[src/rtl/adder_share_arbiter.sv]
// adder_share_arbiter
// Shares one combinational 3-input adder among NREQ requesters. A round-robin
// arbiter picks one requester, its operands are registered and presented to
// the adder for one cycle, and the captured sum is returned with the
// requester id on a result channel.
//
// Handshake semantics (both channels): a transfer happens on the rising edge
// where valid and ready are both high. A producer holds valid and its payload
// stable until the transfer; ready may depend combinationally on valid.
// req_ready is at most one-hot and is only ever high in IDLE; res_valid is
// high only in RESP and res_sum/res_id are held until the transfer.
module adder_share_arbiter #(
    parameter int NREQ = 4,
    parameter int DW   = 32,
    parameter int IDW  = 2
) (
    input  logic                ap_clk,
    input  logic                ap_rst_n,
    input  logic [NREQ-1:0]     req_valid,
    output logic [NREQ-1:0]     req_ready,
    input  logic [NREQ*DW-1:0]  req_in1,
    input  logic [NREQ*DW-1:0]  req_in2,
    input  logic [NREQ*DW-1:0]  req_in3,
    output logic [DW-1:0]       add_in1,
    output logic [DW-1:0]       add_in2,
    output logic [DW-1:0]       add_in3,
    input  logic [DW-1:0]       add_sum,
    output logic                res_valid,
    input  logic                res_ready,
    output logic [DW-1:0]       res_sum,
    output logic [IDW-1:0]      res_id,
    output logic [1:0]          dbg_state
);

    typedef enum logic [1:0] {
        IDLE = 2'd0,
        EXEC = 2'd1,
        RESP = 2'd2
    } state_t;

    state_t         state;
    logic [IDW-1:0] rr_ptr;
    logic [IDW-1:0] id_reg;
    logic [DW-1:0]  op1;
    logic [DW-1:0]  op2;
    logic [DW-1:0]  op3;

    logic           grant_any;
    logic [IDW-1:0] grant_id;
    logic [IDW-1:0] cand;

    // (base + off) mod NREQ, used for the search order and pointer advance
    function automatic logic [IDW-1:0] wrap_idx(input logic [IDW-1:0] base, input int off);
        int s;
        s = int'(base) + off;
        return IDW'(s % NREQ);
    endfunction

    // Round-robin search: first valid requester starting at rr_ptr
    always_comb begin
        grant_any = 1'b0;
        grant_id  = '0;
        cand      = '0;
        for (int i = 0; i < NREQ; i++) begin
            cand = wrap_idx(rr_ptr, i);
            if (!grant_any && req_valid[cand]) begin
                grant_any = 1'b1;
                grant_id  = cand;
            end
        end
    end

    // One-hot accept in IDLE only; forced low while reset is asserted
    always_comb begin
        req_ready = '0;
        if (ap_rst_n && (state == IDLE) && grant_any) begin
            req_ready[grant_id] = 1'b1;
        end
    end

    // The adder always sees the registered operands, so its inputs only move on a grant edge
    assign add_in1   = op1;
    assign add_in2   = op2;
    assign add_in3   = op3;
    assign dbg_state = state;

    // Control FSM with registered operands and result
    always_ff @(posedge ap_clk or negedge ap_rst_n) begin
        if (!ap_rst_n) begin
            state     <= IDLE;
            rr_ptr    <= '0;
            id_reg    <= '0;
            op1       <= '0;
            op2       <= '0;
            op3       <= '0;
            res_valid <= 1'b0;
            res_sum   <= '0;
            res_id    <= '0;
        end else begin
            case (state)
                IDLE: begin
                    if (grant_any) begin
                        op1    <= req_in1[int'(grant_id)*DW +: DW];
                        op2    <= req_in2[int'(grant_id)*DW +: DW];
                        op3    <= req_in3[int'(grant_id)*DW +: DW];
                        id_reg <= grant_id;
                        state  <= EXEC;
                    end
                end
                EXEC: begin
                    res_sum   <= add_sum;
                    res_id    <= id_reg;
                    res_valid <= 1'b1;
                    state     <= RESP;
                end
                RESP: begin
                    // Fairness pointer only moves once the result is taken
                    if (res_ready) begin
                        res_valid <= 1'b0;
                        rr_ptr    <= wrap_idx(id_reg, 1);
                        state     <= IDLE;
                    end
                end
                default: begin
                    state <= IDLE;
                end
            endcase
        end
    end

endmodule

[config.mk]
export PLATFORM = sky130hd
export DESIGN_NAME = adder_share_arbiter
export DESIGN_NICKNAME = d
export VERILOG_FILES = /design/src/rtl/adder_share_arbiter.sv
export SDC_FILE = /design/constraint.sdc
export NUM_CORES = 1
export LEC_CHECK = 0
export CORE_AREA = 2 2 216 218
export CTS_BUF_LIST = sky130_fd_sc_hd__clkbuf_8
export CTS_CLUSTER_DIAMETER = 120
export DETAILED_ROUTE_END_ITERATION = 8
export DIE_AREA = 0 0 218 220
export PLACE_DENSITY_LB_ADDON = 0.25
export SLEW_MARGIN = 20
export SYNTH_ARGS = -nofsm -noshare
export SYNTH_HDL_FRONTEND = slang
export SYNTH_SLANG_ARGS = --single-unit
[constraint.sdc]
create_clock -name ap_clk -period 3.1 [get_ports ap_clk]
set_input_delay 0.62 -clock ap_clk [delete_from_list [all_inputs] [get_ports ap_clk]]
set_output_delay 0.62 -clock ap_clk [all_outputs]
set_load 0.05 [all_outputs]
* After elaboration in Yosys (flattened, before gate mapping) *
Cells that the tools add are included.
Widths: inputs -> output; s select.

word-level totals
  output and inout bits = 137
  bits in registers = 137
  bits of input ports = 423

cells by class
  add/sub/neg operators = 4
  order comparisons = 6
  shift-type cells = 3
  reductions and logical operators = 15
  equal/unequal tests = 4
  mux-type cells = 24

operators by type and width
  cell                 number
  $shiftx 128x8->32    3
  $lt 2x3->1 const B   5
  $mux 2               6
  $mux 1               10
  $bmux 1 s2           4
  $reduce_and 2->1     4
  $logic_and 1x1->1    6
  $pmux 2 s3           1
  $add 2x1->2 const B  2
  $add 2x2->2 const B  2
  $mux 4               1
  $ne 2x2->1 const B   2
  $logic_not 1->1      3
  $demux 1 s2          1
  $eq 2x1->1 const B   1
  $eq 2x2->1 const B   1
  $ge 2x1->1 const B   1
  $logic_not 2->1      1
  $pmux 1 s2           1
  $reduce_bool 2->1    1

* Longest topological paths before layout *
Gate-level depths: netlist of run 1.

  depth in word-level cells = 17
  mapped depth = 9
  gate-level depth less buffers = 5

* Worst setup path after synthesis of run 1 *
OpenSTA, ideal clock, no wires.

  path kind = input to output
  from = input req_valid[0]
  to = output req_ready[0]
  path buffers = 2
  arrival = 2116 ps
  path slack = 364 ps
  stages = 5
  cell sequence = buf_2 or3b_4 nand3_1 clkbuf_1 and3_1

between the ends
  word-level cells in the longest chain between the ends = 17
  elaborated cells on any way between the ends = 29

ends and longest elaborated chain
  what                                                                   RTL line  source
  start: declaration                                                     19        input logic [NREQ-1:0] req_valid,
  $bmux 1 s2                                                             66        if (!grant_any && req_valid[cand]) begin
  $mux 1 (implied by the code)                                           66
  $mux 1                                                                 66
  $logic_not 1->1                                                        66
  $logic_and 1x1->1                                                      66
  $mux 1                                                                 66
  $logic_not 1->1                                                        66
  $logic_and 1x1->1                                                      66
  $mux 1                                                                 66
  $logic_not 1->1                                                        66
  $logic_and 1x1->1                                                      66
  $mux 2                                                                 66
  $lt 2x3->1 (implied by the code) / $ge 2x1->1 (equally long branches)  77        req_ready[grant_id] = 1'b1;
  $logic_and 1x1->1 (implied by the code)                                77
  $mux 1 (implied by the code)                                           77
  $demux 1 s2                                                            77
  $mux 4 *                                                               76        if (ap_rst_n && (state == IDLE) && grant_any) begin
  end: declaration                                                       20        output logic [NREQ-1:0] req_ready,

Every way passes the cells marked *; elsewhere a longest branch is shown, timed or not. The select of a mux whose other input is x is not followed.

* Final worst setup path of run 1 *
  from = input req_valid[0]
  to = output req_ready[2]

The elaborated chain is that of the path after synthesis.

==> impl_results.md, run 1 <==
* H-tree depth at 4
* EDFF count, synth at 0
* First-pass GRT wire length at 54,190 um
* Synth Register Bits at 137
* # nets final at 1,693
* Met3 GRT Util at 0.05687
* Status: completed
* Area contributors post-synth: dfrtp_1 45%, mux2_2 14%, a221oi_1 6.9%, a221o_1 4.7%, mux2i_1 4.7%
* Slowest cell delay on critical path at 0.65 ns
* Peak Freq at ~340 MHz
* CP arrival at 2.28 ns
* Dpl cells at 1,858
* Startpoint Class: input pin
* Worst-Skew Late Latency at between 0.5 and 0.6 ns
* Required @ worst endpoint at 2.48 ns
* First drt pass iteration count at 4
* CP Buf/Inv Count at 4
* Final setup violation count at 0
* Antenna violation net count after detailed routing at 0
* Clock sinks at 137
* Critical path endpoint category: primary output
* Drt wl/cell at 19.75 um
* Min Tclk post-route at slightly below 3 ns
* Hold WC Path Type: input pin to async pin
* RSZ-0062 raised after global routing: no
* Count leader, synth: dfrtp_1
* 1st-iter DRT viols at between 300 and 400
* Top cell type by total area after synthesis: dfrtp_1
* CTS tree: done
* Final Instance Count excl. Fillers at approximately 1,900
* Number of global-route vias before repair at 8,676
* Synth Flop Type: dfrtp_1
* Mapped cell area at 0.007666 mm2
* Top Usage Layer GRT: met2
* Via-to-Cell Ratio at 4.343
* PortBufs at 559
* Layout cells sized above 1 at 0.1341
* Total gr overflow at 0
* Syn nets at 1,157
* Measured slew at the worst slew-check pin at 0.8358 ns
* Setup tns final at 0 ns
* Synth cell count leaders: 137 x dfrtp_1, 96 x nor2_1, 95 x mux2_2
* Share of synthesized flip-flops with an asynchronous set or reset at 1.000
* Syn_area_per_cell at approximately 10 um2
* Num ports at 560
* Period utilisation layout at 0.9370
* Total of max-cap violations at 0
* Initial antenna violation count at 3
* Critical setup path kind: input pin to primary output
* Clk_skew at 0.009501 ns
* DRC viols at 0
* Via count at 8,217
* Gpl congestion at just under 0.8
* Hold Buf Count CTS at 0
* Largest net degree at the start of global routing at 65
* Die Width at 218 um
* Largest delay share family, worst path: buffers and inverters
* Clk buf depth at 2
* DP Wirelength at 27,260 um
* Clock transition at path regs at 0.09 ns
* PwrDens at 1029 mW/mm2
* Chip Height at approximately 220 um
* Post-synthesis cell type count at 38
* Mapped Cells at 734
* Rel. slew slack at 0.4428
* Post-Route WL at 37,380 um
* CTS buffer count at 17
* Sequential-to-total area share from yosys stat at 0.4472
* Grt met2 use at 0.2586
* Post-CTS Resized at 0
* Initial Util at 0.1671
* Setup bufs post-CTS at 0
* Crit-path cells: clkdlybuf4s50_1 > nor4_1 > or3_4 > inv_4 > buf_4 > and3_1 > buf_12
* DIE AREA at 0.04796 mm2
* Rows at 79
* Endpoints failing hold at 0
* Synth-to-layout area growth at 87.48%
* Core footprint at roughly 0.046 mm2
* Clock Root Buffer: clkbuf_8
* Final Slew Violations at 0
* Leakage at around 5.6 nW
* Maximum fanout along the worst path at 9
* Crit path max-delay cell type: clkdlybuf4s50_1
* Peak supply drop at roughly 640 uV
* Top cell type's share of synthesized area at 0.4472
* Synth warnings at 0
* GRT Total Usage at 0.1530
* Grt met1 use at 0.1764
## worst register-to-register path, cell delays in order, from the launching register on
cell and delay (ns):
dfrtp_1 0.57, mux2_4 0.35, o221ai_4 0.50, buf_12 0.36, mux2_2 0.45, nand2_1 0.06
a21oi_1 0.07
## final cells by class
cell class	instances	area [um2]
clock buffers	17	234.0
well taps	607	759.5
clock inverters	15	153.9
flip-flops and latches	137	3428
multi-input cells	522	3845
repair buffers	588	5929
diodes	2	5.005
fillers	4850	31490
inverters	4	17.52
## cell usage in the layout (no fill, tap or decap), types with 2 or more instances in the layout
cell type,n
a21o_1,2
a21oi_1,65
a221o_1,36
a221oi_1,60
and3_1,5
buf_12,10
buf_4,23
clkbuf_8,17
clkdlybuf4s50_1,554
clkinv_4,2
clkinvlp_4,2
dfrtp_1,137
diode_2,2
inv_1,3
inv_6,6
inv_8,3
mux2_2,95
mux2i_1,36
nand2_1,66
nand2b_1,2
nor2_1,96
o21ai_0,4
o22a_1,36
## cells by family (layout without fill, tap and decap cells)
group,after synthesis,in the layout,synth area share
flops,137,137,0.4472
compound gates,210,210,0.2133
mux,132,132,0.1885
other cells,0,2,0
xor+xnor,1,1,0.001143
simple gates,179,179,0.09434
buf+inv,75,624,0.05549
## final timing paths
check,start,endpoint,slack [ns],cells past startpoint
max in group asynchronous,ap_rst_n,add_in3[3],1.86,3
min,ap_rst_n,add_in1[1],0.16,2
min reg2reg,add_in2[5],add_in2[5],0.51,1
max,req_valid[0],req_ready[2],0.20,7
max reg2reg,rr_ptr[1],add_in1[7],0.61,6
min in group ap_clk,add_in2[5],add_in2[5],0.51,1
## stage by stage
step	total power, mW	area (um2)	hold WS, ns	utilization	worst slack (ns)
2_1_floorplan	9.643	7666	0.3244	-	0.3642
3_3_place_gp	13.32	13980	0.4899	0.3048	0.05849
3_5_place_dp	13.36	13980	0.4956	0.3048	0.0001159
4_1_cts	15.06	14370	0.08272	0.3133	0.1935
5_1_grt	15.67	14370	0.1505	0.3133	0.1116
6_report	14.79	14370	0.1587	0.3134	0.1954
## where the power goes
part / switching (mW) / total, mW / internal (mW)
clock: 0.919 / 1.58 / 0.662
combinational: 6.09 / 9.91 / 3.82
sequential: 0.570 / 3.30 / 2.73
total: 7.58 / 14.8 / 7.21
## routing by layer
layer | part of all wire | up-vias | wire length [um]
met4 | 0.022 | 2 | 812
met1 | 0.40 | 3964 | 14960
li1 | - | 3830 | -
met5 | 0.00035 | - | 13
met2 | 0.49 | 376 | 18330
met3 | 0.087 | 45 | 3257
No activity file was read; power rests on OpenSTA's default activity.
==> inputs of run 2 (changes only) <==
--- a/config.mk
+++ b/config.mk
@@ -5,11 +5,13 @@
 export SDC_FILE = /design/constraint.sdc
 export NUM_CORES = 1
 export LEC_CHECK = 0
-export CORE_AREA = 2 2 216 218
+export CELL_PAD_IN_SITES_DETAIL_PLACEMENT = 1
+export CELL_PAD_IN_SITES_GLOBAL_PLACEMENT = 1
+export CORE_AREA = 2 2 217 219
 export CTS_BUF_LIST = sky130_fd_sc_hd__clkbuf_8
 export CTS_CLUSTER_DIAMETER = 120
 export DETAILED_ROUTE_END_ITERATION = 8
-export DIE_AREA = 0 0 218 220
+export DIE_AREA = 0 0 219 221
 export PLACE_DENSITY_LB_ADDON = 0.25
 export SLEW_MARGIN = 20
 export SYNTH_ARGS = -nofsm -noshare
==> impl_results.md, run 2 (synthesized netlist as in run 1, its figures left out) <==
* # nets final at about 1,700
* RSZ-0062 raised after global routing: no
* CTS tree: done
* Antenna violation net count after detailed routing at 0
* Status: completed
* CTS buffer count at 17
* Largest delay share family, worst path: buffers and inverters
* Total gr overflow at 0
* Die Width at ~220 um
* Measured slew at the worst slew-check pin at 0.8396 ns
* Setup bufs post-CTS at 0
* Final Slew Violations at 0
* Clock sinks at 137
* Via count at 8,330
* Clk_skew at about 0.018 ns
* Synth-to-layout area growth at 87.06%
* Endpoints failing hold at 0
* Commonest cells after routing, fill and taps aside: 554 x clkdlybuf4s50_1, 137 x dfrtp_1, 96 x nor2_1, 95 x mux2_2, 66 x nand2_1
* Initial antenna violation count at 4
* Critical setup path kind: input pin to primary output
* CP arrival at 2.34 ns
* Chip Height at 221 um
* Pre-CTS setup slack at between 0.05 and 0.06 ns
* Layout cells sized above 1 at 0.1305
* Startpoint Class: input pin
* First-pass GRT wire length at 59,330 um
* Critical path endpoint category: primary output
* Min Tclk post-route at 2.957 ns
* Initial Util at 0.1664
* Maximum fanout along the worst path at 8
* Required @ worst endpoint at 2.48 ns
* Most common cell after layout, fill and taps aside: clkdlybuf4s50_1
* Post-route design area at ~0.014 mm2
* DP Wirelength at around 30,000 um
* WHS at between 0.5 and 0.6 ns
* Slowest cell delay on critical path at 0.67 ns
* DRC viols at 0
* Reg2Reg Depth at 6
* Clk buf depth at 2
* First drt pass iteration count at 4
* PortBufs at 559
* Post-Route WL at 40,370 um
* Leakage at 5.585 nW
* Dpl cells at 1,854
* Final setup violation count at 0
* Hold WC Path Type: register to register
* Clock transition at path regs at around 0.080 ns
* Rel. slew slack at 0.4403
* CP Buf/Inv Count at 3
* DIE AREA at 0.04840 mm2
* Peak Freq at 338.1 MHz
* Crit path max-delay cell type: clkdlybuf4s50_1
* GRT Total Usage at 0.1660
* Period utilisation layout at 0.9540
* Number of global-route vias before repair at 9,095
* Final Instance Count excl. Fillers at between 1,500 and 2,000
* Area post-placement at 0.01391 mm2
* 1st-iter DRT viols at 318
* Crit-path cells: clkdlybuf4s50_1 > nor4_1 > or3_4 > inv_4 > and3_1 > buf_4
* WHS Path Cells at 1
* H-tree depth at 4
* Final WS setup at 0.1427 ns
* Gpl congestion at 0.7819
* Drt wl/cell at 21.35 um
* Rows at 79
* Post-CTS Resized at 0
* Crit path depth at 6
* Clock Root Buffer: clkbuf_8
* Peak supply drop at 554.9 uV
* Worst-Skew Late Latency at 0.55 ns
* Largest net degree at the start of global routing at 75
* Total of max-cap violations at 0
* Core footprint at around 0.046 mm2
* PwrDens at 1033 mW/mm2
* Via-to-Cell Ratio at 4.405
* Num ports at 560
-- run 2: worst paths after layout --
kind | startpoint | end | slack [ns]
worst max-delay path | req_valid[3] | req_ready[2] | 0.14
worst min-delay path | add_in1[19] | add_in1[19] | 0.51
worst max register to register | rr_ptr[1] | add_in3[11] | 0.83
worst min register to register | add_in1[19] | add_in1[19] | 0.51
max in group asynchronous | ap_rst_n | add_in2[25] | 1.60
min in group asynchronous | ap_rst_n | add_in2[10] | 0.53
-- run 2: report_power, final --
| group | leakage [nW] | total (mW) | internal [mW] | switching (mW) |
|---|---|---|---|---|
| clock network | 0.204 | 1.64 | 0.752 | 0.888 |
| logic | 3.82 | 9.88 | 3.76 | 6.12 |
| registers | 1.56 | 3.29 | 2.73 | 0.564 |
| total | 5.58 | 14.8 | 7.24 | 7.57 |
-- run 2: routing by layer --
metal,global-route usage,vias up,part of all wire
met3,0.06653,43,0.086
met2,0.2976,322,0.51
li1,-,3814,-
met1,0.1747,4151,0.38
met5,0,-,0
met4,0.05623,0,0.025
-- run 2: final cells by class --
type                            count  area (um2)
Inverter                            4       17.52
Tap cell                          607       759.5
Antenna cell                        4       10.01
Timing Repair Buffer              585        5872
Multi-Input combinational cell    522        3845
Clock buffer                       18       247.7
Sequential cell                   137        3428
Fill cell                        5239       31720
Clock inverter                     14       160.2
-- run 2: worst register-to-register path: cells and delay by family (launching register included) --
kind | cells | cell delay [ns]
buffers and inverters | 2 | 0.92
AO/OA/AOI/OAI | 4 | 0.75
flip-flops | 1 | 0.54
-- run 2: metrics by stage --
| stage | setup TNS [ns] | power, mW | utilization |
|---|---|---|---|
| 4_1_cts | 0 | 15.17 | 0.3111 |
| 5_1_grt | 0 | 15.72 | 0.3113 |
| 3_3_place_gp | -0.03234 | 13.31 | 0.3020 |
| 2_1_floorplan | 0 | 9.643 | - |
| 6_report | 0 | 14.81 | 0.3113 |
| 3_5_place_dp | 0 | 13.41 | 0.3020 |
-- run 2: timing repair --
action	4_1_cts	5_1_grt
hold buffers	1	0
setup endpoints to repair	0	0
hold endpoints to repair	23	0
==> RTL change 1: new RTL, settings of run 2 <==
`IDW`: 2 -> 4.
--- a/src/rtl/adder_share_arbiter.sv
+++ b/src/rtl/adder_share_arbiter.sv
@@ -12,7 +12,7 @@
 module adder_share_arbiter #(
     parameter int NREQ = 4,
     parameter int DW   = 32,
-    parameter int IDW  = 2
+    parameter int IDW  = 4
 ) (
     input  logic                ap_clk,
     input  logic                ap_rst_n,
Interface: changed (resized res_id); port bits go from 560 to 562. The function was not compared with the original's and may differ.
==> RTL change 1 against run 2 <==
- final area up 3.5%
- sequential share of layout area down 0.81 points
- routed wire length down 1.1%
- highest routed layer is now met5
- total power up 2.2%
- synthesized area up 6.9%
- register-to-register slack better by 0.17 ns
- setup slack better by 0.025 ns
- critical path type unchanged
- largest power group unchanged
- sequential cell count unchanged
- die area unchanged
==> RTL change 1: results (changes against run 2) <==
----------------------------------------------------
[Status]
  Status ... completed (unchanged)

[CTS]
  Hold-fix buffers, CTS ... 1 (unchanged)
  Number of buffers inserted by post-CTS setup repair ... 0 (unchanged)

[Finish]
  Final #Nets ... 1722 (was 1690)
  Share of post-route cells with drive strength above 1 ... 14.9% (was 13.0%)
  Antenna cell count ... 0 (was 4)
  Filler instances ... 5248 (was 5239)
  Filler-free cell count of the finished design ... 1919 (was 1891)

[Route]
  Detail Route met2 WL ... 20.0 mm (was 20.7 mm)
  Post-route met1 wirelength ... 15.6 mm (was 15.2 mm)
  Number of DRC violations after detailed-routing iteration 0 ... 298 (was 318)
  Final routed wirelength across all metal layers ... 39.9 mm (was 40.4 mm)
  Met3 layer wire length in the routed design ... 3.63 mm (was 3.47 mm)
  Overall via count from detail_route ... 8588 (was 8330)

[GRT]
  Vias in the first global route ... 9177 (was 9095)
  Wire length of the first global-routing pass ... 58.7 mm (was 59.3 mm)
  Largest net degree at the start of global routing ... 101 (was 75)
  GR Layer Usage met3 ... 5.58% (was 6.65%)
  Met1 track demand over resource in global routing ... 18.5% (was 17.5%)
  Total track usage ... 16.2% (was 16.6%)
  Met2 layer usage reported by global route ... 28.3% (was 29.8%)

[Critical path]
  Worst stage delay on the critical path ... 0.53 ns (was 0.67 ns)
  Data arrival time of the worst path ... 2.31 ns (was 2.34 ns)
  Highest fanout seen on the critical path ... 7 (was 8)
  Slowest cell on crit path ... sky130_fd_sc_hd__clkdlybuf4s50_1 (unchanged)

[Logic synthesis]
  Part of the Yosys area used for sequential elements ... 41.9% (was 44.7%)
  Synth area leaders ... sky130_fd_sc_hd__dfrtp_1 (42%), sky130_fd_sc_hd__mux2_2 (11%), sky130_fd_sc_hd__a221oi_2 (9.0%) (was sky130_fd_sc_hd__dfrtp_1 (45%), sky130_fd_sc_hd__mux2_2 (14%), sky130_fd_sc_hd__a221oi_1 (6.9%))
  Yosys cell types ... 37 (was 38)
  Total of warnings raised by yosys ... 0 (unchanged)
  Commonest cells post-synth ... sky130_fd_sc_hd__nor2_1 (154), sky130_fd_sc_hd__dfrtp_1 (137), sky130_fd_sc_hd__mux2_2 (80) (was sky130_fd_sc_hd__dfrtp_1 (137), sky130_fd_sc_hd__nor2_1 (96), sky130_fd_sc_hd__mux2_2 (95))
  Mean instance size in the synthesized netlist ... 10.5 sq um (was 10.4 sq um)

[Placement]
  Half-perimeter wire length after placement ... 30.3 mm (was 30.4 mm)
  Worst setup slack before clock tree synthesis ... 0.134 ns (was 0.0596 ns)
  Placed instance area ... 0.0144 sq mm (was 0.0139 sq mm)
  Gp weighted congestion ... 0.747 (was 0.782)

[Power]
  Internal power summed over all cells ... 7.30 mW (was 7.24 mW)
  Largest vdd supply drop ... 0.553 mV (was 0.555 mV)
  Leakage power of the design ... 5.63 nW (was 5.58 nW)

[STA]
  Least-Margin Pin Slew ... 1.05 ns (was 0.840 ns)
  Final setup skew ... 0.0222 ns (was 0.0180 ns)

----------------------------------------------------
==> RTL change 1: changes by cell type after synthesis, sizes merged, moves of 42 or more <==
cell            run 2  this run
nand2              66         7
o2bb2ai             0        54
a21oi              66         6
o22ai               0        42
o21ai               5        47
nor2               96       154
==> RTL change 1: final timing paths <==
path	startpoint	endpoint	slack (ns)	depth (start not counted)
worst max-delay path	req_valid[3]	req_ready[2]	0.17	6
worst min-delay path	res_sum[18]	res_sum[18]	0.51	1
worst max register to register	rr_ptr[1]	add_in1[3]	1.00	6
worst min register to register	res_sum[18]	res_sum[18]	0.51	1
max in group asynchronous	ap_rst_n	add_in3[11]	1.24	4
min in group asynchronous	ap_rst_n	add_in1[5]	0.55	2
==> RTL change 1: worst max-delay path: cells and delay by family <==
| family | cells | cell delay [ns] |
|---|---|---|
| AND/OR/NAND/NOR | 2 | 0.56 |
| AO/OA/AOI/OAI | 1 | 0.29 |
| buffers and inverters | 3 | 0.84 |
==> RTL change 1: final cells by class <==
class                           instances  area [sq um]  area share (%)
Clock buffer                           19           262            1.76
Multi-Input combinational cell        563          4400            29.7
Clock inverter                         13           141           0.953
Sequential cell                       137          3430            23.1
Tap cell                              607           759            5.12
Inverter                                3          13.8          0.0927
Timing Repair Buffer                  577          5840            39.3
==> RTL change 1: power groups by stage <==
| stage | clock (mW) | sequential, mW | combinational [mW] |
|---|---|---|---|
| floorplan | 0 | 6.22 | 3.77 |
| global placement | 0 | 3.27 | 10.3 |
| detailed placement | 0 | 3.33 | 10.4 |
| CTS | 1.69 | 3.29 | 10.5 |
| global route | 1.74 | 3.41 | 10.9 |
| finish | 1.60 | 3.28 | 10.3 |
==> RTL change 1: cells by family after synthesis <==
family	synth area share [%]
other cells	0.0458
mux	17.2
compound gates	27.2
simple gates	8.66
xor+xnor	0.107
buf+inv	4.93
flops	41.9
==> RTL change 2: new RTL, config.mk and constraints of run 2 <==
Without the edit above. Put one more register stage on the output `dbg_state`, cleared by the reset. The value now appears one clock later. The other outputs are not delayed to match.
--- a/src/rtl/adder_share_arbiter.sv
+++ b/src/rtl/adder_share_arbiter.sv
@@ -82,7 +82,13 @@
     assign add_in1   = op1;
     assign add_in2   = op2;
     assign add_in3   = op3;
-    assign dbg_state = state;
+    always_ff @(posedge ap_clk or negedge ap_rst_n) begin
+        if (!ap_rst_n) begin
+            dbg_state <= '0;
+        end else begin
+            dbg_state <= state;
+        end
+    end
 
     // Control FSM with registered operands and result
     always_ff @(posedge ap_clk or negedge ap_rst_n) begin
Check against the original RTL: not settled (the Yosys comparison gave no result); the edit may change what the design does.
==> RTL change 2 against run 2 <==
- routed wire length shrank 0.31%
- total power increased by 1.3%
- critical path depth unchanged
- fmax up 0.33%
- synthesized area grew 0.83%
- die area is the same
- setup slack better by 0.0099 ns
- final area grew 0.89%
- sequential cell count up 2
- critical path type unchanged
==> RTL change 2: results (changes against run 2) <==
----------------------------------------------------
[Logic synthesis]
  Part of the Yosys area used for sequential elements ... 45.0% (was 44.7%)
  Yosys cell types ... 38 (unchanged)
  Total of warnings raised by yosys ... 0 (unchanged)
  Synth area leaders ... sky130_fd_sc_hd__dfrtp_1 (45%), sky130_fd_sc_hd__mux2_2 (13%), sky130_fd_sc_hd__a221oi_1 (7.0%) (was sky130_fd_sc_hd__dfrtp_1 (45%), sky130_fd_sc_hd__mux2_2 (14%), sky130_fd_sc_hd__a221oi_1 (6.9%))
  Commonest cells post-synth ... sky130_fd_sc_hd__dfrtp_1 (139), sky130_fd_sc_hd__nor2_1 (97), sky130_fd_sc_hd__mux2_2 (92) (was sky130_fd_sc_hd__dfrtp_1 (137), sky130_fd_sc_hd__nor2_1 (96), sky130_fd_sc_hd__mux2_2 (95))
  Post-synthesis net count ... 1161 (was 1157)

[Finish]
  Share of post-route cells with drive strength above 1 ... 12.6% (was 13.0%)
  Final #Nets ... 1691 (was 1690)

[Route]
  Post-DR vias/cell ... 4.38 (was 4.41)
  Iteration count of the initial detailed-routing pass ... 4 (unchanged)
  Number of DRC violations after detailed-routing iteration 0 ... 237 (was 318)
  Final routed wirelength across all metal layers ... 40.2 mm (was 40.4 mm)

[GRT]
  Largest net degree at the start of global routing ... 91 (was 75)
  Antenna violations before repair ... 5 (was 4)
  Total track usage ... 16.3% (was 16.6%)
  Wire length of the first global-routing pass ... 59.0 mm (was 59.3 mm)
  Vias in the first global route ... 9127 (was 9095)

[Power]
  Largest vdd supply drop ... 0.508 mV (was 0.555 mV)
  Leakage power of the design ... 5.61 nW (was 5.58 nW)

[Critical path]
  Worst stage delay on the critical path ... 0.64 ns (was 0.67 ns)
  Highest fanout seen on the critical path ... 11 (was 8)

[STA]
  Final setup skew ... 0.0141 ns (was 0.0180 ns)
  Final number of max-transition violations ... 0 (unchanged)
  Worst-case headroom to the max-slew limit ... 57.1% (was 44.0%)

[CTS]
  Hold-fix buffers, CTS ... 1 (unchanged)
  Clock insertion delay at the later pin of the skew report ... 0.50 ns (was 0.55 ns)
  Htree depth ... 4 (unchanged)
  Count of instances resized after the clock tree is built ... 0 (unchanged)

[Placement]
  Gp weighted congestion ... 0.772 (was 0.782)
  Worst setup slack before clock tree synthesis ... 0.0994 ns (was 0.0596 ns)
  Half-perimeter wire length after placement ... 30.3 mm (was 30.4 mm)

[Status]
  Status ... completed (unchanged)

----------------------------------------------------
==> RTL change 2: cell families (layout without fill, tap and decap cells) <==
kind of cell | count (synthesis) | in the layout | synth area share [%]
and+or+nand+nor | 181 | 181 | 9.45
AOI/OAI and AO/OA | 210 | 210 | 21.0
xor gates and xnor gates | 1 | 1 | 0.113
other | 0 | 3 | 0
DFF | 139 | 139 | 45.0
muxes | 132 | 132 | 18.7
buffers and inverters | 75 | 618 | 5.68
==> RTL change 2: path summary, 6_finish.rpt <==
kind | startpoint | slack [ns] | end | cells after the start
max in group asynchronous | ap_rst_n | 1.57 | add_in1[24] | 3
min in group asynchronous | ap_rst_n | 0.65 | add_in3[3] | 2
hold / removal | add_in1[19] | 0.51 | add_in1[19] | 1
setup reg to reg | rr_ptr[1] | 0.90 | add_in1[13] | 6
hold reg to reg | add_in1[19] | 0.51 | add_in1[19] | 1
setup / recovery | req_valid[0] | 0.15 | req_ready[3] | 6
==> RTL change 2: worst register-to-register path: stages (launching register included) <==
cell and delay [ns]:
sky130_fd_sc_hd__dfrtp_1 0.58, sky130_fd_sc_hd__mux2_4 0.36, sky130_fd_sc_hd__o221ai_4 0.28, sky130_fd_sc_hd__buf_12 0.29, sky130_fd_sc_hd__mux2_2 0.45, sky130_fd_sc_hd__nand2_1 0.07
sky130_fd_sc_hd__a21oi_1 0.06
==> RTL change 2: where the power goes <==
part | internal (mW) | switching [mW]
Combinational | 3.78 | 6.16
Clock | 0.874 | 0.834
Sequential | 2.77 | 0.581
==> RTL change 2: routing by layer <==
layer / vias to the layer above / GRT usage [%] / wire [um]
li1: 3821 / - / -
met1: 4108 / 18.3 / 16000
met2: 318 / 29.0 / 20400
met3: 28 / 5.88 / 3240
met4: 4 / 4.23 / 582
met5: - / 0 / 15
==> RTL change 2: layout make-up <==
class	instances	area (sq um)
Inverter	4	17.5
Antenna cell	3	7.51
Timing Repair Buffer	582	5910
Sequential cell	139	3480
Fill cell	5240	31600
Clock inverter	15	199
Tap cell	607	759
Clock buffer	17	234
Multi-Input combinational cell	524	3860
==> RTL change 2: metrics by stage <==
stage	utilization [%]	cell area, sq um	hold WS, ns	cells
after CTS	31.4	14500	0.517	1888
after detailed placement	30.4	14000	0.496	1855
final	31.4	14500	0.512	1891
after global routing	31.4	14500	0.526	1891
after floorplan	-	7730	0.324	738
after global placement	30.4	14000	0.490	1855
